[src/rtl/b8to3_pending_encoder_pkg.sv]
// Shared constants and FSM state encoding for the pending-request 8-to-3 encoder.
package b8to3_pending_encoder_pkg;

  localparam int N_REQ  = 8;
  localparam int CODE_W = 3;

  typedef enum logic {
    S_IDLE  = 1'b0,
    S_OFFER = 1'b1
  } state_e;

endpackage : b8to3_pending_encoder_pkg

[src/rtl/b8to3_pri_encoder.sv]
// Combinational 8-to-3 priority encoder, highest set bit wins; zero latency.
// No handshake: code is 0 and nz is low when the input vector is empty.
module b8to3_pri_encoder
  import b8to3_pending_encoder_pkg::*;
(
  input  logic [N_REQ-1:0]  vec,
  output logic [CODE_W-1:0] code,
  output logic              nz
);

  // Ascending scan so the last assignment, the highest index, wins.
  always_comb begin
    code = '0;
    for (int i = 0; i < N_REQ; i++) begin
      if (vec[i]) begin
        code = CODE_W'(i);
      end
    end
  end

  assign nz = |vec;

endmodule : b8to3_pri_encoder

[src/rtl/b8to3_pending_encoder.sv]
// Pending-request register feeding a registered priority encoder; a code is valid one edge after its request is pending.
// valid/ready output: code and valid are held while rdy=0; one accept per cycle with no bubble between codes.
module b8to3_pending_encoder
  import b8to3_pending_encoder_pkg::*;
(
  input  logic              clock,
  input  logic              reset_,
  input  logic [N_REQ-1:0]  x7_x0,
  input  logic              e,
  input  logic              rdy,
  output logic [CODE_W-1:0] z2_z0,
  output logic              v,
  output logic [N_REQ-1:0]  p7_p0,
  output logic              ovf
);

  state_e              state_q, state_d;
  logic [N_REQ-1:0]    p_q, p_d;
  logic [CODE_W-1:0]   z_q, z_d;
  logic                ovf_q, ovf_d;

  logic                accept;
  logic [N_REQ-1:0]    clr_mask;
  logic [N_REQ-1:0]    set_vec;
  logic [N_REQ-1:0]    r_vec;
  logic [CODE_W-1:0]   p_code, r_code;
  logic                p_nz, r_nz;

  assign accept  = (state_q == S_OFFER) && rdy;
  assign set_vec = e ? x7_x0 : '0;

  // 3-to-8 decode of the offered code, enabled only by an accept.
  always_comb begin
    clr_mask = '0;
    if (accept) begin
      clr_mask[z_q] = 1'b1;
    end
  end

  // r excludes same-edge arrivals, so a re-set of the accepted bit is offered later.
  assign r_vec = p_q & ~clr_mask;

  b8to3_pri_encoder u_enc_p (
    .vec  (p_q),
    .code (p_code),
    .nz   (p_nz)
  );

  b8to3_pri_encoder u_enc_r (
    .vec  (r_vec),
    .code (r_code),
    .nz   (r_nz)
  );

  always_comb begin
    p_d   = r_vec | set_vec;
    ovf_d = ovf_q | (|(set_vec & r_vec));
  end

  always_comb begin
    state_d = state_q;
    z_d     = z_q;
    case (state_q)
      S_IDLE: begin
        if (p_nz) begin
          state_d = S_OFFER;
          z_d     = p_code;
        end
      end
      S_OFFER: begin
        if (accept) begin
          if (r_nz) begin
            z_d = r_code;
          end else begin
            state_d = S_IDLE;
          end
        end
      end
      default: begin
        state_d = S_IDLE;
      end
    endcase
  end

  always_ff @(posedge clock or negedge reset_) begin
    if (!reset_) begin
      state_q <= S_IDLE;
      p_q     <= '0;
      z_q     <= '0;
      ovf_q   <= 1'b0;
    end else begin
      state_q <= state_d;
      p_q     <= p_d;
      z_q     <= z_d;
      ovf_q   <= ovf_d;
    end
  end

  assign z2_z0 = z_q;
  assign v     = (state_q == S_OFFER);
  assign p7_p0 = p_q;
  assign ovf   = ovf_q;

endmodule : b8to3_pending_encoder
[config.mk]
export PLATFORM = sky130hd
export DESIGN_NAME = b8to3_pending_encoder
export DESIGN_NICKNAME = d
export VERILOG_FILES = /design/src/rtl/b8to3_pending_encoder_pkg.sv /design/src/rtl/b8to3_pri_encoder.sv /design/src/rtl/b8to3_pending_encoder.sv
export SDC_FILE = /design/constraint.sdc
export NUM_CORES = 1
export LEC_CHECK = 0
export ABC_AREA = 1
export CAP_MARGIN = 20
export CELL_PAD_IN_SITES_DETAIL_PLACEMENT = 1
export CELL_PAD_IN_SITES_GLOBAL_PLACEMENT = 1
export CORE_UTILIZATION = 28
export DETAILED_ROUTE_END_ITERATION = 16
export GPL_TIMING_DRIVEN = 1
export HOLD_SLACK_MARGIN = 0.05
export PLACE_DENSITY = 0.8
export SLEW_MARGIN = 15
export SYNTH_ARGS = -nofsm -noshare
export SYNTH_HDL_FRONTEND = slang
export SYNTH_HIERARCHICAL = 1
export SYNTH_SLANG_ARGS = --single-unit
[constraint.sdc]
create_clock -name clock -period 1.6 [get_ports clock]
set_input_delay 0.4 -clock clock [delete_from_list [all_inputs] [get_ports clock]]
set_output_delay 0.4 -clock clock [all_outputs]
set_load 0.01 [all_outputs]
==> results.cfg, run 1 <==
[drt]
drt_first_pass_iters = 10
drtAntennaViolNets = 0
postRouteWirelength_um = 3360
vias_per_cell = 4.79
dr_total_vias = 1115
post_drt_wl_per_cell_um = 14.4
detail_route.iter0.violations = 26
drc = 2

[grt]
grt_antenna_before_repair = 0
grtUsageTotal_pct = 20.5
grt_max_degree = 14
global_route_wire_length_before_repair_um = 5260
grt_pass1_vias = 1205
gr-total-overflow = 0

[outcome]
violations = design-rule violations, negative setup slack
outcome = finished, violations left

[place]
detailedPlace.worstSlack_ns = -0.724
weighted_congestion_at_the_end_of_routability_driven_global_placement = 0.845
io_buffer_count = 24
hpwl_after_dpl_um = 2250

[worst_setup_path]
critPathRequiredTime_ns = 1.77
worst_setup_path_start_kind = flop
critPathKind = reg2reg
timing.critical_path.fanout_max = 6
crit_arrival_ns = 1.94
crit_path_end_kind = flop

[sta]
finalMaxSlewViolations = 0
rsz0062_at_grt = true
final.period_utilization_pct = 111
max_clock_freq_mhz = 565
max_slew_margin_pct = 78.0
worst_slew_pin_slew_ns = 0.329
final.setup.worst_slack_ns = -0.169
tns_ns = -0.522
final_period_minus_worst_setup_slack_ns = 1.77
worst_clock_skew_ns = 0.00449
hold_violations = 0
timing.final.setup_violations = 4

[cts]
cts-hold-fix-buffers = 0
tritoncts_clock_tree = yes
clk_transition_reported_paths_ns = 0.09
tritoncts_num_sinks = 13
clk-insertion-delay-late_ns = 0.28
cts.path.max_buffers = 2
clk_root_buf = clkbuf_4
htree_num_levels = 1
tritoncts.num_buffers = 3

[floorplan]
die-area_um2 = 3370
initial_utilization_pct = 30.8
die_x_um = 58.0
io-pin-count = 25
die_height_um = 58.0
core_area_um2 = 2850
std_cell_rows = 19

[power]
worst_vdd_ir_v = 0.000344
leakagePower_uw = 0.000808
pwrdens_nw_per_um2 = 824

[final_layout]
layout.nets = 215
number_of_antenna_cells_inserted = 0
syn_to_final_growth_pct = 70.1
fraction_of_layout_cells_with_a_size_suffix_above_1_pct = 32.7

[synthesis]
postSynthRegisterBits = 13
seq_area_frac_synth_pct = 37.0
syn-cell-area_um2 = 878
syn-instance-count = 142
syn_area_per_cell_um2 = 6.19
synth.yosys.warnings = 6
synth_cell_types = 17
synthesis.nets = 154

[worst_hold_path]
timing.hold.worst.class = in2async

[job]
cap_violations = 0
[cell families (layout without fill, tap and decap cells)]
group / Yosys count / count (layout) / share of synthesized area (%)
buffers and inverters: 30 / 90 / 12.8
multiplexers: 1 / 1 / 1.14
AND/OR/NAND/NOR: 92 / 92 / 44.9
flip-flops: 13 / 13 / 37.0
AO/OA/AOI/OAI: 6 / 6 / 4.13
[final timing paths]
kind	start	endpoint	slack (ns)	cells after the start
setup / recovery	z2_z0[1]	z2_z0[2]	-0.17	11
hold / removal	reset_	p7_p0[0]	0.42	2
setup reg to reg	z2_z0[1]	z2_z0[2]	-0.17	11
hold reg to reg	ovf	ovf	0.58	4
max in group asynchronous	reset_	v	0.98	2
min in group clock	ovf	ovf	0.58	4
[routing by layer]
layer  share of wire [%]  track usage (%)  vias up  wire (um)
li1                    -                -      537          -
met1                  44             26.1      537       1480
met2                  52             36.5       33       1730
met3                 2.9             2.46        8         98
met4                 1.6             5.44        0         53
met5                   0                0        -          0
[layout make-up]
| cell class | count | area [um^2] |
|---|---|---|
| multi-input combinational | 99 | 497 |
| tap | 31 | 38.8 |
| fill | 375 | 1360 |
| timing repair buffer | 57 | 494 |
| inverter | 29 | 109 |
| sequential | 13 | 329 |
| clock buffer | 4 | 26.3 |
[synthesized netlist by cell type]
cell	n	area share (%)
clkbuf_1	1	0.43
or2_1	2	1.4
a21oi_2	1	1.0
inv_2	1	0.43
nor2_4	2	2.6
nand3_1	5	2.8
nor2_2	1	0.71
nand2_1	65	28
nor2_1	10	4.3
nand3b_1	4	3.4
inv_1	28	12
a21boi_1	1	0.86
o21ai_0	4	2.3
nand2_2	1	0.71
mux2i_1	1	1.1
dfrtp_1	13	37
nor3_1	2	1.1
[placed cells by master, fill, tap and decap left out]
master,instances
clkdlybuf4s50_1,11
clkbuf_1,1
nor2_4,4
dlymetal6s2s_1,4
a21boi_1,1
nand2_2,8
dlygate4sd2_1,9
buf_4,31
nor2_2,4
dfrtp_1,10
nand2_4,1
o21ai_1,4
inv_1,22
nor3_2,1
nand3_1,5
nor3_1,1
or2_1,2
nand3b_1,4
mux2i_2,1
buf_6,2
nand2_1,57
nor2_1,5
a21oi_2,1
clkbuf_4,3
dfrtp_2,3
inv_2,7
[report_power, final]
part	total, uW	internal (uW)	switching (uW)
Sequential	408	371	36.6
Combinational	600	294	306
Clock	223	96.8	126
[worst max-delay path, stage by stage (launching register included)]
cell	delay, ns
dfrtp_2	0.45
buf_6	0.13
nor2_4	0.11
nand2_2	0.09
nand2_2	0.10
inv_2	0.05
nor3_2	0.15
nand3_1	0.12
mux2i_2	0.20
nor2_2	0.10
nand2_1	0.07
o21ai_1	0.07
[repair_timing]
action	in CTS	in global routing
setup endpoints to repair	16	8
setup buffers	13	2
pin swaps	10	0
gates resized for setup	38	6
cloned	0	0
[metrics by stage]
| stage | cells | total power [uW] | utilization, % | hold WS, ns | instance area (um^2) |
|---|---|---|---|---|---|
| after floorplan | 142 | 637 | - | 0.104 | 885 |
| after global placement | 214 | 884 | 45.4 | 0.551 | 1290 |
| after detailed placement | 214 | 901 | 45.4 | 0.553 | 1290 |
| after CTS | 231 | 1210 | 51.3 | 0.424 | 1460 |
| after global routing | 233 | 1310 | 52.4 | 0.430 | 1490 |
| final | 233 | 1230 | 52.4 | 0.419 | 1490 |
[state kept, by name (all words and copies together), names as in the netlist]
signal  cells
z2_z0       3
v           1
p7_p0       8
ovf         1
Power figures use the tool's default switching activity.
==> run 2, diff against run 1 <==
--- a/config.mk
+++ b/config.mk
@@ -6,7 +6,7 @@
 export NUM_CORES = 1
 export LEC_CHECK = 0
 export ABC_AREA = 1
-export CAP_MARGIN = 20
+export CAP_MARGIN = 25
 export CELL_PAD_IN_SITES_DETAIL_PLACEMENT = 1
 export CELL_PAD_IN_SITES_GLOBAL_PLACEMENT = 1
 export CORE_UTILIZATION = 28
==> results of run 2 <==
Same layout as run 1: the final DEF is identical, and so are final timing and power.
